**config.mk**
```make
export PLATFORM = sky130hd
export DESIGN_NAME = sram0_rr_arbiter_flat
export DESIGN_NICKNAME = d
export VERILOG_FILES = /design/src/rtl/sram0_rr_arbiter_if.sv /design/src/rtl/sram0_rr_arbiter.sv /design/src/flat_wrapper.sv
export SDC_FILE = /design/constraint.sdc
export NUM_CORES = 1
export LEC_CHECK = 0
export CAP_MARGIN = 5
export CORE_MARGIN = 3
export CORE_UTILIZATION = 28
export DETAILED_ROUTE_END_ITERATION = 10
export HOLD_SLACK_MARGIN = 0.1
export PLACE_DENSITY = 0.9
export SLEW_MARGIN = 20
export SYNTH_ARGS = -nofsm -noshare
export SYNTH_HDL_FRONTEND = slang
export SYNTH_SLANG_ARGS = --single-unit
export TNS_END_PERCENT = 1
```
**constraint.sdc**
```tcl
create_clock -name clk -period 1.4 [get_ports clk]
set_input_delay 0.42 -clock clk [delete_from_list [all_inputs] [get_ports clk]]
set_output_delay 0.42 -clock clk [all_outputs]
set_load 0.03 [all_outputs]
```
**src/rtl/sram0_rr_arbiter_if.sv**
```systemverilog
// Command/response bundle for one requester of the shared sram0 arbiter.
// The requester owns the command fields; the arbiter owns ready and the read response.
interface sram0_rr_arbiter_if #(
  parameter int unsigned DATA_WIDTH = 16,
  parameter int unsigned ADDR_WIDTH = 5
);
  logic                  valid;
  logic                  ready;
  logic                  we;
  logic [ADDR_WIDTH-1:0] addr;
  logic [DATA_WIDTH-1:0] wdata;
  logic                  rvalid;
  logic [DATA_WIDTH-1:0] rdata;

  modport master (
    output valid, we, addr, wdata,
    input  ready, rvalid, rdata
  );

  modport slave (
    input  valid, we, addr, wdata,
    output ready, rvalid, rdata
  );
endinterface

```
**src/rtl/sram0_rr_arbiter.sv**
```systemverilog
// Round-robin sharing of one single-port sram0 between requesters A and B,
// with one-cycle read responses routed back to the issuing port.
module sram0_rr_arbiter #(
  parameter int unsigned DATA_WIDTH = 16,
  parameter int unsigned ADDR_WIDTH = 5
) (
  input  logic                  clk,
  input  logic                  rst,
  sram0_rr_arbiter_if.slave     a,
  sram0_rr_arbiter_if.slave     b,
  output logic                  sram_en_n,
  output logic                  sram_wren_n,
  output logic [ADDR_WIDTH-1:0] sram_addr,
  output logic [DATA_WIDTH-1:0] sram_data_i,
  input  logic [DATA_WIDTH-1:0] sram_data_o
);

  typedef enum logic {
    FAV_A = 1'b0,
    FAV_B = 1'b1
  } prio_t;

  prio_t prio, prio_next;
  logic  grant_a, grant_b, grant, grant_we;
  logic  rd_pend, rd_id;

  always_ff @(posedge clk or posedge rst) begin
    if (rst) begin
      prio    <= FAV_A;
      rd_pend <= 1'b0;
      rd_id   <= 1'b0;
    end else begin
      prio    <= prio_next;
      rd_pend <= grant & ~grant_we;
      if (grant) rd_id <= grant_b;
    end
  end

  // Grants are forced off during reset so no command can slip into the SRAM.
  always_comb begin
    grant_a   = 1'b0;
    grant_b   = 1'b0;
    prio_next = prio;
    if (!rst) begin
      if (a.valid && (!b.valid || prio == FAV_A)) grant_a = 1'b1;
      else if (b.valid)                           grant_b = 1'b1;
    end
    if (grant_a)      prio_next = FAV_B;
    else if (grant_b) prio_next = FAV_A;
  end

  always_comb begin
    grant       = grant_a | grant_b;
    grant_we    = (grant_a & a.we) | (grant_b & b.we);
    sram_en_n   = ~grant;
    sram_wren_n = ~grant_we;
    sram_addr   = '0;
    sram_data_i = '0;
    if (grant_a) begin
      sram_addr   = a.addr;
      sram_data_i = a.wdata;
    end else if (grant_b) begin
      sram_addr   = b.addr;
      sram_data_i = b.wdata;
    end
  end

  always_comb begin
    a.ready  = grant_a;
    b.ready  = grant_b;
    a.rvalid = rd_pend & ~rd_id;
    b.rvalid = rd_pend & rd_id;
    a.rdata  = a.rvalid ? sram_data_o : '0;
    b.rdata  = b.rvalid ? sram_data_o : '0;
  end

endmodule

```
**src/flat_wrapper.sv**
```systemverilog
// flat-port wrapper written by rule: the top's interface ports become plain ports
module sram0_rr_arbiter_flat 
#(
  parameter int unsigned DATA_WIDTH = 16,
  parameter int unsigned ADDR_WIDTH = 5
)
  (clk, rst, sram_en_n, sram_wren_n, sram_addr, sram_data_i, sram_data_o, a_valid, a_we, a_addr, a_wdata, a_ready, a_rvalid, a_rdata, b_valid, b_we, b_addr, b_wdata, b_ready, b_rvalid, b_rdata);
  sram0_rr_arbiter_if #(.DATA_WIDTH(DATA_WIDTH), .ADDR_WIDTH(ADDR_WIDTH)) a_i ();
  sram0_rr_arbiter_if #(.DATA_WIDTH(DATA_WIDTH), .ADDR_WIDTH(ADDR_WIDTH)) b_i ();
  input  logic clk;
  input  logic rst;
  output logic sram_en_n;
  output logic sram_wren_n;
  output logic [ADDR_WIDTH-1:0] sram_addr;
  output logic [DATA_WIDTH-1:0] sram_data_i;
  input  logic [DATA_WIDTH-1:0] sram_data_o;
  input wire logic [$bits(a_i.valid)-1:0] a_valid;
  input wire logic [$bits(a_i.we)-1:0] a_we;
  input wire logic [$bits(a_i.addr)-1:0] a_addr;
  input wire logic [$bits(a_i.wdata)-1:0] a_wdata;
  output wire logic [$bits(a_i.ready)-1:0] a_ready;
  output wire logic [$bits(a_i.rvalid)-1:0] a_rvalid;
  output wire logic [$bits(a_i.rdata)-1:0] a_rdata;
  input wire logic [$bits(b_i.valid)-1:0] b_valid;
  input wire logic [$bits(b_i.we)-1:0] b_we;
  input wire logic [$bits(b_i.addr)-1:0] b_addr;
  input wire logic [$bits(b_i.wdata)-1:0] b_wdata;
  output wire logic [$bits(b_i.ready)-1:0] b_ready;
  output wire logic [$bits(b_i.rvalid)-1:0] b_rvalid;
  output wire logic [$bits(b_i.rdata)-1:0] b_rdata;
  assign a_i.valid = a_valid;
  assign a_i.we = a_we;
  assign a_i.addr = a_addr;
  assign a_i.wdata = a_wdata;
  assign a_ready = a_i.ready;
  assign a_rvalid = a_i.rvalid;
  assign a_rdata = a_i.rdata;
  assign b_i.valid = b_valid;
  assign b_i.we = b_we;
  assign b_i.addr = b_addr;
  assign b_i.wdata = b_wdata;
  assign b_ready = b_i.ready;
  assign b_rvalid = b_i.rvalid;
  assign b_rdata = b_i.rdata;
  sram0_rr_arbiter #(.DATA_WIDTH(DATA_WIDTH), .ADDR_WIDTH(ADDR_WIDTH)) u_core (.clk(clk), .rst(rst), .a(a_i), .b(b_i), .sram_en_n(sram_en_n), .sram_wren_n(sram_wren_n), .sram_addr(sram_addr), .sram_data_i(sram_data_i), .sram_data_o(sram_data_o));
endmodule
```
==> Implementation_results.wiki, run 1 <==
{| class="wikitable"
! Metric !! Value
|-
| Result of the run || complete, but fails checks
|-
| Failing checks || negative setup slack
|-
| Worst Max-Slew Pin Slew || 0.313 ns
|-
| Switching part of the total power || 0.417
|-
| Tightest hold margin || 0.446 ns
|-
| Clock power frac || 0.157
|-
| Final setup violation count || 59
|-
| Total length of routed wires || about 6400 um
|-
| Cell area after synthesis || 1110 um2
|-
| Post-synthesis instance total || 133
|-
| Data arrival at the endpoint of the critical path || 1.50 ns
|-
| Library cell contributing the largest single delay on the critical path || sky130_fd_sc_hd__dfrtp_1
|-
| Critical Path End Type || output port
|-
| Synth top area share || 0.278
|-
| Final critical path time including I/O delays and setup || 1.92 ns
|-
| Number of distinct library cells after synthesis || 24
|-
| Internal portion of total power || 0.961 mW
|-
| Drt via density || 5.20
|-
| Vias in the first global route || roughly 1700
|-
| Biggest cell delay along the critical path || 0.42 ns
|-
| Length of the first detailed-routing pass in iterations || 4
|-
| Required time of the critical path || 0.98 ns
|-
| Area of the core region || about 3700 um2
|-
| Die X-Extent || 69.0 um
|-
| Clock skew after layout || 0.00395 ns
|-
| Element type at the critical path start || flip-flop
|-
| Number of antenna violations at the first check in global routing || 0
|-
| Maximum number of pins on one net before global-route repair || 19
|-
| Number of buffer cells added on primary ports || 122
|-
| Insertion delay of the later-clocked pin in the worst-skew pair || 0.22 ns
|-
| Overflow left after global routing || 0
|-
| Routability cong. || 0.734
|-
| Ant diodes || 0
|-
| Total die area || 4760 um2
|-
| Synthesis Warnings || 0
|-
| Headroom to the max-slew limit || 0.791
|-
| Library cell used as clock root buffer || sky130_fd_sc_hd__clkbuf_8
|-
| Final hold viol count || 0
|-
| Nets || about 340
|-
| TritonCTS clock tree || done
|-
| Total power density per cell area || 517 nW/um2
|-
| Antenna Violating Nets Remaining || 0
|-
| Post-Place Setup Slack || -0.736 ns
|-
| Number of top-level pins || between 100 and 150
|-
| Top library cells by usage in the layout, fill and taps aside || 58 x sky130_fd_sc_hd__buf_6, 48 x sky130_fd_sc_hd__clkdlybuf4s50_1, 24 x sky130_fd_sc_hd__nand2b_1
|-
| Number of clock sinks || 3
|-
| Cell taking the most area after synthesis || sky130_fd_sc_hd__o32ai_2
|-
| Category of the critical setup timing path || reg -> out
|-
| Power share of the sequential group || 0.067
|-
| Wirelength per Cell || 20.0 um
|-
| R2R Path Start || u_core.prio$_DFFE_PP0N_
|-
| Maximum net fanout on the critical path || 12
|-
| Global-route usage over all layers || 0.266
|-
| Post-synthesis compound-gate area fraction || 0.339
|-
| Number of hold buffers added after CTS || 0
|-
| Clk buf depth || 2
|-
| First-pass GRT wire length || roughly 9200 um
|-
| Critical path launch point || u_core.prio$_DFFE_PP0N_
|-
| Cells taking the most area after synthesis || sky130_fd_sc_hd__o32ai_2 28%, sky130_fd_sc_hd__nand2b_1 25%, sky130_fd_sc_hd__and2_1 9.6%
|-
| Slack of the critical path || -0.518 ns
|-
| Crit share post-route || 1.37
|-
| Dominant combinational cell family by area after synthesis || simple AND/OR/NAND/NOR gates
|-
| Die height || slightly below 70 um
|-
| Sum of net half-perimeters after detailed placement || 3780 um
|-
| Ratio of cells with drive above 1 in the final layout || 0.524
|-
| Clock slew at the register clock pins of the worst setup and hold paths || 0.03 ns
|-
| Mapped Nets || 197
|-
| Simple-gate share of the synthesized area || 0.485
|-
| Number of maximum-capacitance violations || 0
|-
| Most common cell type on the critical path || sky130_fd_sc_hd__buf_6
|-
| Total power after layout || about 1.6 mW
|-
| Crit-path cells || buf_6 -> a21bo_4 -> buf_12 -> o32ai_4 -> buf_6
|-
| Combinational Power Share || 0.776
|-
| Number of vias after detailed routing || 1660
|-
| Largest delay share family, worst path || buffers and inverters
|-
| Synth Area in Adders || 0
|-
| Sw Pwr || 0.687 mW
|-
| Lkg Pwr || approximately 1.4 nW
|-
| Max-slew violation count || 0
|-
| Total CTS buffers || 3
|-
| Area grow syn2layout || 187%
|-
| Register bit count reported by yosys || 3
|-
| Number of buffer and inverter stages on the critical path || 3
|-
| Worst min path class || in -> async
|-
| Violation count after the first detailed-route iteration || 62
|-
| Xor-xnor portion of the synthesized cell area || 0
|-
| Fraction of the yosys area taken by sequential cells || 0.0676
|-
| Per-instance average area after synthesis || 8.35 um2
|-
| H-tree depth reported by CTS || 1
|-
| Setup repair after global routing missed its margin || true
|-
| Commonest non-fill, non-tap cell in the layout || sky130_fd_sc_hd__buf_6
|-
| Initial core utilization || 0.297
|-
| Max Freq || 0.521 GHz
|-
| Worst-case vdd ir drop || 0.000516 V
|-
| Total number of placement rows || 22
|-
| Share of cell area taken by muxes after synthesis || 0.00901
|-
| Remaining routing DRC violations || 0
|}
cells by family after synthesis:
family,after synthesis
AND/OR/NAND/NOR,86
AO/OA/AOI/OAI,27
buffers and inverters,16
flip-flops,3
multiplexers,1
stage by stage:
step	setup TNS (ns)	cells	instance area, um2	utilization
finish	-18.84	319	3190	0.852
global route	-21.63	319	3190	0.852
CTS	-18.07	320	3200	0.856
detailed placement	-24.91	307	2790	0.745
global placement	-24.09	307	2790	0.745
floorplan	-3.74	133	1600	-
state kept, by name (all words and copies together), names as in the netlist:
register / flops
u_core.prio: 1
u_core.rd_id: 1
u_core.rd_pend: 1
power groups by stage:
stage,logic [mW],registers [mW],clock network [mW]
final,1.28,0.110,0.259
after global routing,1.33,0.111,0.271
after CTS,1.27,0.109,0.260
after detailed placement,1.10,0.110,0
after global placement,1.08,0.109,0
after floorplan,0.660,0.115,0
per-layer routing:
metal | vias to the layer above | global-route usage | share of wire
met4 | 0 | 0.124 | 0.035
met1 | 802 | 0.269 | 0.34
met3 | 20 | 0.0421 | 0.055
met5 | - | 0 | 0
met2 | 79 | 0.523 | 0.57
li1 | 759 | - | -
layout make-up:
cell class	count	area, um2
clock buffers	4	45.0
fillers	196	556
multi-input cells	114	1370
flip-flops and latches	3	75.1
inverters	2	7.51
repair buffers	148	1630
well taps	48	60.1
Yosys cell counts:
cell,instances
sky130_fd_sc_hd__nand2b_1,44
sky130_fd_sc_hd__o32ai_2,19
sky130_fd_sc_hd__and2_1,17
sky130_fd_sc_hd__and3_1,16
sky130_fd_sc_hd__buf_6,6
sky130_fd_sc_hd__clkbuf_1,6
sky130_fd_sc_hd__dfrtp_1,3
sky130_fd_sc_hd__nor2_1,3
sky130_fd_sc_hd__nor2b_1,3
sky130_fd_sc_hd__o32ai_1,2
sky130_fd_sc_hd__a21bo_2,1
sky130_fd_sc_hd__a21boi_0,1
sky130_fd_sc_hd__a2bb2oi_1,1
sky130_fd_sc_hd__a32o_1,1
sky130_fd_sc_hd__a32oi_1,1
sky130_fd_sc_hd__buf_2,1
sky130_fd_sc_hd__buf_4,1
sky130_fd_sc_hd__inv_1,1
sky130_fd_sc_hd__inv_2,1
sky130_fd_sc_hd__mux2i_1,1
sky130_fd_sc_hd__nor2b_2,1
sky130_fd_sc_hd__nor2b_4,1
sky130_fd_sc_hd__nor3_1,1
sky130_fd_sc_hd__o21ai_0,1
final timing paths:
check | slack, ns | cells after the start | endpoint
max | -0.52 | 5 | sram_addr[3]
min | 0.45 | 5 | u_core.rd_pend$_DFF_PP0_
max reg2reg | 0.07 | 6 | u_core.rd_pend$_DFF_PP0_
min reg2reg | 0.76 | 2 | u_core.rd_id$_DFFE_PP0N_
max in group asynchronous | 0.85 | 5 | u_core.rd_id$_DFFE_PP0N_
min in group clk | 0.62 | 4 | u_core.prio$_DFFE_PP0N_
repair_timing:
| action | 4_1_cts | 5_1_grt |
|---|---|---|
| resized for setup | 81 | 10 |
| setup endpoints to repair | 61 | 59 |
| cloned | 4 | 0 |
| pin swaps | 13 | 4 |
| setup buffers | 5 | 0 |
tightest hold or removal path: stages:
cell and delay, ns:
sky130_fd_sc_hd__buf_4 0.13, sky130_fd_sc_hd__buf_6 0.13, sky130_fd_sc_hd__buf_6 0.12, sky130_fd_sc_hd__inv_2 0.05, sky130_fd_sc_hd__buf_4 0.12
No activity file was read; power rests on OpenSTA's default activity.
==> run 2: changes to the inputs <==
- CORE_UTILIZATION: 28 -> 25
- PLACE_DENSITY: 0.9 -> 0.83
- SLEW_MARGIN: 20 -> default
==> Implementation_results.wiki, run 2 (synthesis gave the netlist of run 1 again) <==
{| class="wikitable"
! Metric !! Value
|-
| Result of the run || complete, but fails checks (unchanged)
|-
| Failing checks || negative setup slack (unchanged)
|-
| Total number of placement rows || 23 (was 22)
|-
| Max-slew violation count || 0 (unchanged)
|-
| Number of buffer cells added on primary ports || 122 (unchanged)
|-
| Total die area || 5280 um2 (was 4760 um2)
|-
| Footprint of the multi-input gates || 1380 um2 (was 1370 um2)
|-
| Final critical path time including I/O delays and setup || 1.80 ns (was 1.92 ns)
|-
| Total Neg Setup Slack || -16.47 ns (was -18.84 ns)
|-
| Total length of routed wires || 5420 um (was 6390 um)
|-
| Critical Path End Type || output port (unchanged)
|-
| TritonCTS clock tree || done (unchanged)
|-
| Internal portion of total power || 0.900 mW (was 0.961 mW)
|-
| Headroom to the max-slew limit || 0.787 (was 0.791)
|-
| Clock slew at the register clock pins of the worst setup and hold paths || 0.03 ns (about the same)
|-
| Area of the core region || 4140 um2 (was 3740 um2)
|-
| Number of antenna violations at the first check in global routing || 0 (unchanged)
|-
| Insertion delay of the later-clocked pin in the worst-skew pair || 0.22 ns (about the same)
|-
| Power share of the sequential group || 0.071 (was 0.067)
|-
| Final std cells w/o fill || 322 (was 319)
|-
| Total power after layout || 1.56 mW (was 1.65 mW)
|-
| Crit-path cells || a21bo_4 -> buf_12 -> o32ai_4 -> buf_6 (was buf_6 -> a21bo_4 -> buf_12 -> o32ai_4 -> buf_6)
|-
| Tightest hold margin || 0.416 ns (was 0.446 ns)
|-
| Number of maximum-capacitance violations || 0 (unchanged)
|-
| Commonest non-fill, non-tap cell in the layout || sky130_fd_sc_hd__buf_6 (unchanged)
|-
| Library cell used as clock root buffer || sky130_fd_sc_hd__clkbuf_8 (unchanged)
|-
| Sum of net half-perimeters after detailed placement || 3960 um (was 3780 um)
|-
| Wirelength per Cell || 16.8 um (was 20.0 um)
|-
| Cell area reported after detailed placement || 2810 um2 (was 2790 um2)
|-
| Required time of the critical path || 0.98 ns (about the same)
|-
| Number of inserted filler cells in the final layout || 294 (was 196)
|-
| Combinational Power Share || 0.757 (was 0.776)
|-
| First-pass GRT wire length || 8400 um (was 9160 um)
|-
| Sw Pwr || 0.663 mW (was 0.687 mW)
|-
| Violation count after the first detailed-route iteration || 69 (was 62)
|-
| Top library cells by usage in the layout, fill and taps aside || 53 x sky130_fd_sc_hd__buf_6, 31 x sky130_fd_sc_hd__dlygate4sd2_1, 29 x sky130_fd_sc_hd__clkdlybuf4s50_1 (was 58 x sky130_fd_sc_hd__buf_6, 48 x sky130_fd_sc_hd__clkdlybuf4s50_1, 24 x sky130_fd_sc_hd__nand2b_1)
|-
| Area grow syn2layout || 180% (was 187%)
|-
| Number of top-level pins || 123 (unchanged)
|-
| Largest registers in the final layout || u_core.prio x1, u_core.rd_id x1, u_core.rd_pend x1 (unchanged)
|-
| Lkg Pwr || 1.37 nW (about the same)
|-
| H-tree depth reported by CTS || 1 (unchanged)
|-
| Clock skew after layout || 0.000503 ns (was 0.00395 ns)
|-
| Category of the critical setup timing path || reg -> out (unchanged)
|-
| Die height || 72.7 um (was 69.0 um)
|-
| Library cell contributing the largest single delay on the critical path || sky130_fd_sc_hd__dfrtp_2 (was sky130_fd_sc_hd__dfrtp_1)
|-
| Total power density per cell area || 503 nW/um2 (was 517 nW/um2)
|-
| Crit share post-route || 1.29 (was 1.37)
|-
| Max Freq || 0.556 GHz (was 0.521 GHz)
|-
| Cell area after layout || 3110 um2 (was 3190 um2)
|-
| Worst-case vdd ir drop || 0.000392 V (was 0.000516 V)
|-
| Worst min path class || in -> async (unchanged)
|-
| Number of clock sinks || 3 (unchanged)
|-
| Antenna Violating Nets Remaining || 0 (unchanged)
|-
| Total CTS buffers || 3 (unchanged)
|-
| Clk buf depth || 2 (unchanged)
|-
| Biggest cell delay along the critical path || 0.43 ns (was 0.42 ns)
|-
| Switching part of the total power || 0.424 (was 0.417)
|-
| Area taken by flip-flops and latches || 76.3 um2 (was 75.1 um2)
|-
| Worst Max-Slew Pin Slew || 0.318 ns (was 0.313 ns)
|-
| Remaining routing DRC violations || 0 (unchanged)
|-
| Overflow left after global routing || 0 (unchanged)
|-
| Die X-Extent || 72.7 um (was 69.0 um)
|-
| Number of vias after detailed routing || 1558 (was 1660)
|-
| Ant diodes || 0 (unchanged)
|-
| Maximum net fanout on the critical path || 8 (was 12)
|-
| Final hold viol count || 0 (unchanged)
|-
| Routability cong. || 0.804 (was 0.734)
|-
| Drt via density || 4.84 (was 5.20)
|-
| Global-route usage over all layers || 0.200 (was 0.266)
|-
| Number of cells in the design after placement || 313 (was 307)
|-
| Ratio of cells with drive above 1 in the final layout || 0.529 (was 0.524)
|-
| Nets || 337 (was 336)
|-
| Vias in the first global route || 1679 (was 1731)
|-
| Clock power frac || 0.172 (was 0.157)
|-
| Initial core utilization || 0.268 (was 0.297)
|-
| Slack of the critical path || -0.399 ns (was -0.518 ns)
|-
| Element type at the critical path start || flip-flop (unchanged)
|-
| Maximum number of pins on one net before global-route repair || 20 (was 19)
|-
| Setup repair after global routing missed its margin || true (unchanged)
|-
| Data arrival at the endpoint of the critical path || 1.38 ns (was 1.50 ns)
|-
| Final setup violation count || 59 (unchanged)
|-
| Length of the first detailed-routing pass in iterations || 4 (unchanged)
|}
## run 2: cell count changes in the layout (fill, tap and decap cells not counted), moves of 2 or more
| cell | previous run | this run |
|---|---|---|
| sky130_fd_sc_hd__clkdlybuf4s50_1 | 48 | 29 |
| sky130_fd_sc_hd__dlygate4sd2_1 | 12 | 31 |
| sky130_fd_sc_hd__buf_4 | 18 | 24 |
| sky130_fd_sc_hd__buf_6 | 58 | 53 |
| sky130_fd_sc_hd__buf_2 | 1 | 3 |
## run 2: per-layer routing
metal  vias to the layer above  track usage  share of wire
met3                        15       0.0317          0.049
met2                        74        0.366           0.53
li1                        763            -              -
met1                       706        0.234           0.39
met4                         0       0.0697          0.035
met5                         -            0              0
## run 2: power by group through the flow
stage               Combinational [mW]  Sequential, mW  Clock, mW
floorplan                        0.660           0.115          0
global placement                  1.09           0.109          0
detailed placement                1.10           0.110          0
CTS                               1.17           0.110      0.269
global route                      1.24           0.113      0.280
finish                            1.18           0.111      0.269
## run 2: stage by stage
| stage | util | worst slack [ns] |
|---|---|---|
| after global placement | 0.678 | -0.715 |
| after CTS | 0.743 | -0.414 |
| after detailed placement | 0.678 | -0.741 |
| final | 0.750 | -0.399 |
| after floorplan | - | -0.115 |
| after global routing | 0.750 | -0.440 |
## run 2: layout make-up
type	instances	share of cell area
clock buffer	4	0.0145
inverter	2	0.00322
multi-input combinational	114	0.443
sequential	3	0.0246
tap	50	0.0201
timing repair buffer	149	0.495
## run 2: what timing repair did
| item | 4_1_cts | 5_1_grt |
|---|---|---|
| pin swaps | 19 | 5 |
| hold endpoints to repair | 0 | 0 |
| setup buffers | 1 | 0 |
| resized for setup | 102 | 12 |
| cloned | 4 | 0 |
| hold buffers | 0 | 0 |
| endpoints found under the setup margin | 61 | 59 |
## run 2: path summary, 6_finish.rpt
path / start / slack (ns) / to / cells past startpoint
max: u_core.prio$_DFFE_PP0N_ / -0.40 / sram_data_i[13] / 4
min: rst / 0.42 / u_core.rd_pend$_DFF_PP0_ / 5
max reg2reg: u_core.prio$_DFFE_PP0N_ / 0.20 / u_core.rd_pend$_DFF_PP0_ / 5
min reg2reg: u_core.prio$_DFFE_PP0N_ / 0.64 / u_core.prio$_DFFE_PP0N_ / 2
max in group asynchronous: rst / 0.88 / u_core.prio$_DFFE_PP0N_ / 5
min in group clk: a_valid / 0.60 / u_core.prio$_DFFE_PP0N_ / 4
## run 2: worst max-delay path, delay by kind of cell (launching register included)
kind / cells / cell delay (ns)
AO/OA/AOI/OAI: 2 / 0.37
buffers and inverters: 2 / 0.34
flip-flops: 1 / 0.43
==> run 3: changes to the inputs <==
--- a/config.mk
+++ b/config.mk
@@ -12,3 +12,3 @@
 export HOLD_SLACK_MARGIN = 0.1
-export PLACE_DENSITY = 0.83
+export PLACE_DENSITY = 0.86
 export SYNTH_ARGS = -nofsm -noshare
==> constraint.sdc (replaced) <==
create_clock -name clk -period 1.6 [get_ports clk]
set_input_delay 0.48 -clock clk [delete_from_list [all_inputs] [get_ports clk]]
set_output_delay 0.48 -clock clk [all_outputs]
set_load 0.05 [all_outputs]
==> Implementation_results.wiki, run 3 (synthesis gave the netlist of run 1 again) <==
{| class="wikitable"
! Metric !! Value
|-
| Max-slew violation count || 0 (unchanged)
|-
| Clock slew at the register clock pins of the worst setup and hold paths || 0.03 ns (about the same)
|-
| Wirelength per Cell || 25.8 um (was 16.8 um)
|-
| Switching part of the total power || 0.453 (was 0.424)
|-
| Number of buffer and inverter stages on the critical path || 2 (unchanged)
|-
| Internal portion of total power || 0.964 mW (was 0.900 mW)
|-
| Grt met2 use || 0.571 (was 0.366)
|-
| Met1 Usage GRT || 0.306 (was 0.234)
|-
| Worst Max-Slew Pin Slew || 0.370 ns (was 0.318 ns)
|-
| Setup repair after global routing missed its margin || true (unchanged)
|-
| Failing checks || negative setup slack (unchanged)
|-
| Largest delay share family, worst path || flip-flops (unchanged)
|-
| Initial core utilization || 0.268 (unchanged)
|-
| Max Freq || between 0.5 and 0.6 GHz
|-
| Clk buf depth || 2 (unchanged)
|-
| Nets || 333 (was 337)
|-
| Cell area after layout || 3780 um2 (was 3110 um2)
|-
| Final setup violation count || 59 (unchanged)
|-
| TritonCTS clock tree || done (unchanged)
|-
| Commonest non-fill, non-tap cell in the layout || sky130_fd_sc_hd__buf_12 (was sky130_fd_sc_hd__buf_6)
|-
| Antenna Violating Nets Remaining || 0 (unchanged)
|-
| Most common cell type on the critical path || sky130_fd_sc_hd__buf_12
|-
| Overflow left after global routing || 0 (unchanged)
|-
| Routability cong. || 0.841 (was 0.804)
|-
| Library cell used as clock root buffer || sky130_fd_sc_hd__clkbuf_8 (unchanged)
|-
| First-pass GRT wire length || 11400 um (was 8400 um)
|-
| Final hold viol count || 0 (unchanged)
|-
| Minimum setup slack among reg-to-reg paths || 0.37 ns (was 0.20 ns)
|-
| Tightest hold margin || 0.533 ns (was 0.416 ns)
|-
| Lkg Pwr || 1.52 nW (was 1.37 nW)
|-
| Sum of net half-perimeters after detailed placement || 5280 um (was 3960 um)
|-
| Crit-path cells || a21bo_4 -> buf_12 -> o32ai_4 -> buf_12 (was a21bo_4 -> buf_12 -> o32ai_4 -> buf_6)
|-
| Required time of the critical path || 1.12 ns (was 0.98 ns)
|-
| Die height || 72.7 um (unchanged)
|-
| Sw Pwr || 0.799 mW (was 0.663 mW)
|-
| Category of the critical setup timing path || reg -> out (unchanged)
|-
| Total CTS buffers || 3 (unchanged)
|-
| Headroom to the max-slew limit || 0.753 (was 0.787)
|-
| R2R Path Start || u_core.prio$_DFFE_PP0N_ (unchanged)
|-
| Biggest cell delay along the critical path || 0.46 ns (was 0.43 ns)
|-
| Area of the core region || 4140 um2 (unchanged)
|-
| Number of top-level pins || 123 (unchanged)
|-
| Cell area reported after detailed placement || 3510 um2 (was 2810 um2)
|-
| Number of buffer cells added on primary ports || 122 (unchanged)
|-
| Largest registers in the final layout || u_core.prio x1, u_core.rd_id x1, u_core.rd_pend x1 (unchanged)
|-
| Library cell contributing the largest single delay on the critical path || sky130_fd_sc_hd__dfrtp_2 (unchanged)
|-
| Number of maximum-capacitance violations || 0 (unchanged)
|-
| Total Neg Setup Slack || -14.48 ns (was -16.47 ns)
|-
| Maximum net fanout on the critical path || 8 (unchanged)
|-
| Top library cells by usage in the layout, fill and taps aside || 65 x sky130_fd_sc_hd__buf_12, 32 x sky130_fd_sc_hd__dlygate4sd2_1, 26 x sky130_fd_sc_hd__clkdlybuf4s50_1 (was 53 x sky130_fd_sc_hd__buf_6, 31 x sky130_fd_sc_hd__dlygate4sd2_1, 29 x sky130_fd_sc_hd__clkdlybuf4s50_1)
|-
| Number of hold buffers added after CTS || 0 (unchanged)
|-
| Critical Path End Type || output port (unchanged)
|-
| Gr busiest metal || met2 (unchanged)
|-
| Number of vias after detailed routing || 1681 (was 1558)
|-
| Length of the first detailed-routing pass in iterations || 5 (was 4)
|-
| Global-route usage over all layers || 0.293 (was 0.200)
|-
| Slack of the critical path || -0.385 ns (was -0.399 ns)
|-
| Number of clock sinks || 3 (unchanged)
|-
| Ratio of cells with drive above 1 in the final layout || 0.575 (was 0.529)
|-
| H-tree depth reported by CTS || 1 (unchanged)
|-
| Insertion delay of the later-clocked pin in the worst-skew pair || 0.23 ns (was 0.22 ns)
|-
| Result of the run || complete, but fails checks (unchanged)
|-
| Total number of placement rows || 23 (unchanged)
|-
| Remaining routing DRC violations || 0 (unchanged)
|-
| Total die area || 5280 um2 (unchanged)
|-
| Total power after layout || 1.76 mW (was 1.56 mW)
|-
| Critical path launch point || u_core.prio$_DFFE_PP0N_ (unchanged)
|-
| Worst min path class || in -> async (unchanged)
|-
| Final critical path time including I/O delays and setup || between 1.5 and 2 ns
|-
| Worst-case vdd ir drop || 0.000401 V (was 0.000392 V)
|-
| Area grow syn2layout || 240% (was 180%)
|-
| Power share of the sequential group || 0.058 (was 0.071)
|-
| Vias in the first global route || 1855 (was 1679)
|-
| Combinational Power Share || 0.809 (was 0.757)
|-
| Data arrival at the endpoint of the critical path || 1.51 ns (was 1.38 ns)
|-
| Grt met3 use || 0.0482 (was 0.0317)
|-
| Maximum number of pins on one net before global-route repair || 24 (was 20)
|-
| Number of antenna violations at the first check in global routing || 1 (was 0)
|-
| Drt via density || 5.25 (was 4.84)
|-
| Violation count after the first detailed-route iteration || 84 (was 69)
|-
| Element type at the critical path start || flip-flop (unchanged)
|-
| Clock skew after layout || 0.00159 ns (was 0.000503 ns)
|-
| Die X-Extent || 72.7 um (unchanged)
|-
| Clock power frac || 0.133 (was 0.172)
|-
| Total length of routed wires || 8260 um (was 5420 um)
|-
| Total power density per cell area || 467 nW/um2 (was 503 nW/um2)
|-
| Crit share post-route || 1.24
|}
[run 3: cell type report]
type                    instances  area (um2)
repair buffers                145        2110
diodes                          2        5.00
well taps                      50        62.6
multi-input cells             114        1470
fillers                       154         368
inverters                       2        12.5
clock buffers                   4        45.0
flip-flops and latches          3        76.3
[run 3: stage by stage]
stage | worst slack [ns] | cells | util
after floorplan | -0.167 | 133 | -
after global placement | -0.673 | 308 | 0.848
after detailed placement | -0.727 | 308 | 0.848
after CTS | -0.355 | 315 | 0.891
after global routing | -0.420 | 319 | 0.911
final | -0.385 | 320 | 0.911
[run 3: final timing paths]
kind	end	cells past startpoint
setup / recovery	sram_data_i[13]	4
hold reg to reg	u_core.prio$_DFFE_PP0N_	2
hold / removal	u_core.rd_id$_DFFE_PP0N_	5
setup reg to reg	u_core.rd_pend$_DFF_PP0_	3
min in group clk	u_core.prio$_DFFE_PP0N_	2
max in group asynchronous	u_core.prio$_DFFE_PP0N_	5
[run 3: tightest hold or removal path, stage by stage]
cell	delay [ns]
sky130_fd_sc_hd__buf_12	0.12
sky130_fd_sc_hd__buf_16	0.16
sky130_fd_sc_hd__buf_8	0.14
sky130_fd_sc_hd__inv_6	0.06
sky130_fd_sc_hd__buf_4	0.13
[run 3: power groups by stage]
stage	Combinational, mW	Sequential [mW]	Clock, mW
after floorplan	0.691	0.100	0
after detailed placement	1.33	0.0994	0
after global placement	1.30	0.0969	0
after CTS	1.38	0.101	0.235
after global routing	1.47	0.103	0.240
final	1.43	0.103	0.234
[run 3: routing by layer]
metal	vias to the layer above	routed length (um)
met3	17	394
met5	-	0
met4	0	222
li1	761	-
met1	831	2890
met2	72	4760
[run 3: timing repair]
action                                  4_1_cts  5_1_grt
gates cloned                                  3        1
pin swaps                                    16       13
buffers inserted                              0        2
endpoints found under the setup margin       61       59
gates resized for setup                      76       10
==> variant, RTL diff (settings of run 2) <==
`DATA_WIDTH` is set to 16 in 3 places; all go to 32.
--- a/src/rtl/sram0_rr_arbiter_if.sv
+++ b/src/rtl/sram0_rr_arbiter_if.sv
@@ -3,3 +3,3 @@
 interface sram0_rr_arbiter_if #(
-  parameter int unsigned DATA_WIDTH = 16,
+  parameter int unsigned DATA_WIDTH = 32,
   parameter int unsigned ADDR_WIDTH = 5
--- a/src/rtl/sram0_rr_arbiter.sv
+++ b/src/rtl/sram0_rr_arbiter.sv
@@ -3,3 +3,3 @@
 module sram0_rr_arbiter #(
-  parameter int unsigned DATA_WIDTH = 16,
+  parameter int unsigned DATA_WIDTH = 32,
   parameter int unsigned ADDR_WIDTH = 5
--- a/src/flat_wrapper.sv
+++ b/src/flat_wrapper.sv
@@ -3,3 +3,3 @@
 #(
-  parameter int unsigned DATA_WIDTH = 16,
+  parameter int unsigned DATA_WIDTH = 32,
   parameter int unsigned ADDR_WIDTH = 5
Interface: changed (6 resized); port bits go from 123 to 219. No check against the original RTL was run, so the function may have changed too.
==> variant against run 2 <==
The flow still finishes with violations (setup timing). Setup slack got worse by 130 ps. Area after synthesis rose by 56%. Die area rose by 51%. Clock skew barely moved. Sequential power rose by 8%. Sequential cell count did not move. Highest routed layer unchanged. Total power rose by 75%. Wire length rose by 96%. Design area rose by 74%. Hold slack got worse by 81 ps. Via count rose by 74%. Synthesized cell count rose by 72%. Sequential share of layout area fell by 1.0 points. Global-route usage rose by 4.3 points.
==> variant: results (changes against run 2) <==
| Metric | Value |
|---|---|
| Number of port buffers | 218 (+79%) |
| Vias/cell | 5.00 (+3.3%) |
| CTS Buf Count | 3 (unchanged) |
| Peak supply drop | 0.613 mV (+56%) |
| HPWL after DPL | 7560 microns (+91%) |
| Post-DP Area | 0.00473 sq mm (+68%) |
| CP max stage delay | 420 ps |
| Top cells by area, synth | nand2b_1 (27%), o32ai_2 (19%), and2_1 (12%) |
| Crit-path max FO | 8 (unchanged) |
| H-tree Lvls | 1 (unchanged) |
| Hold Path Class | in2async |
| Clk_skew | 0.371 ps (-0.132 ps) |
| 1st-pass router iterations | 4 (unchanged) |
| Post-synth cell types | 24 (unchanged) |
| Vias in the first global route | 2,857 (+70%) |
| Final worst slack | -526 ps (-126 ps) |
| Status | finished with violations |
| Final Wtd Congestion | 0.731 (-9.1%) |
| Slowest CP cell | dfrtp_2 |
| Pin count of the biggest net entering global routing | 41 (+110%) |
| Least-Margin Pin Slew | 256 ps (-62.0 ps) |
| Post-synth top cells | nand2b_1 (75), and2_1 (33), and3_1 (32), o32ai_2 (20), o32ai_1 (17) |
| Detailed Route Iter0 Violations | 66 (-4.3%) |
| Post-synthesis sequential area ratio | 4.34% (-2.4 points) |
| Ys Warns | 0 (unchanged) |
| Placement Setup Slack | -887 ps (-147 ps) |
| Final setup vio count | 106 (+80%) |
| Regs by FF count | u_core.prio x1, u_core.rd_id x1, u_core.rd_pend x1 |
| Share of layout cells above drive strength 1 | 51.7% (-1.2 points) |
| Worst-path clk slew | 30 ps (about the same) |
| Total GRT Usage | 24.3% (+4.3 points) |
| Root Buffer Master | clkbuf_8 |
| CP arrival | 1510 ps (+130 ps) |
| Post-synth net total | 341 (+73%) |
| Async set or reset register ratio after synthesis | 100% (unchanged) |
| Worst skew pair latency | 220 ps (about the same) |
| Int Pwr | 0.00153 W (+70%) |
| First-pass GRT wire length | 15,200 microns (+80%) |
| Cell leakage power | 2.33 nW (+70%) |
| DR WL/cell | 19.6 microns (+17%) |
| Number of antenna violations at the first check in global routing | 0 (unchanged) |
| Longest Clk Path Bufs | 2 (unchanged) |
| NumNets Final | 577 (+71%) |
| Violated checks | setup timing |
| Predominant post-synthesis flop cell | dfrtp_1 |
-- variant: area by class of cell --
cell class                 count  area (sq um)
timing repair buffer         260          2850
multi-input combinational    194          2300
fill                         376          1140
tap                           77          96.3
sequential                     3          77.6
clock buffer                   4          45.0
inverter                       3          18.8
antenna                        1          2.50
-- variant: cells by family (layout without fill, tap and decap cells) --
logic type / count (synthesis) / after routing / share of synthesized area (%)
buffers and inverters: 32 / 267 / 10.8
other: 0 / 1 / 0
AND/OR/NAND/NOR: 150 / 150 / 54.2
AO/OA/AOI/OAI: 44 / 44 / 30.7
flip-flops: 3 / 3 / 4.34
-- variant: repair_timing --
action / in CTS / in global routing
cloned: 4 / 0
resized for setup: 145 / 15
hold buffers: 0 / 0
buffers inserted: 7 / 0
setup endpoints to repair: 110 / 107
pin swaps: 11 / 6
-- variant: metrics by stage --
stage | setup TNS, ps | hold WS [ps] | power [W] | std cells
finish | -35830 | 335 | 0.00274 | 542
floorplan | -14020 | 482 | 0.00134 | 229
detailed placement | -48690 | 615 | 0.00213 | 526
global route | -42540 | 347 | 0.00286 | 541
CTS | -34580 | 339 | 0.00269 | 541
global placement | -47560 | 611 | 0.00210 | 526
-- variant: worst max-delay path: cells and delay by family (launching register included) --
kind,cells,cell delay [ps]
AO/OA/AOI/OAI,2,380
buffers and inverters,3,480
flip-flops,1,420
-- variant: power by group through the flow --
stage	sequential (W)	clock [W]	combinational [W]
6_report	0.000120	0.000255	0.00237
5_1_grt	0.000120	0.000273	0.00247
4_1_cts	0.000115	0.000261	0.00232
3_5_place_dp	0.000118	0	0.00201
3_3_place_gp	0.000118	0	0.00198
2_1_floorplan	0.000120	0	0.00122
-- variant: metal layers --
metal	vias up	share of wire, %	routed length, microns	global-route usage (%)
met2	97	58	6190	48.2
met1	1302	35	3740	27.6
li1	1296	-	-	-
met4	0	1.6	174	5.01
met5	-	0	0	0
met3	14	5.0	533	2.76
-- variant: path summary, 6_finish.rpt --
path | startpoint | end | slack (ps) | cells past startpoint
max | u_core.prio | sram_data_i[29] | -530 | 5
min | rst | u_core.rd_id | 340 | 4
max reg2reg | u_core.prio | u_core.rd_pend | 90 | 5
min reg2reg | u_core.prio | u_core.prio | 750 | 3
max in group asynchronous | rst | u_core.prio | 950 | 4
min in group clk | b_valid | u_core.rd_pend | 720 | 3
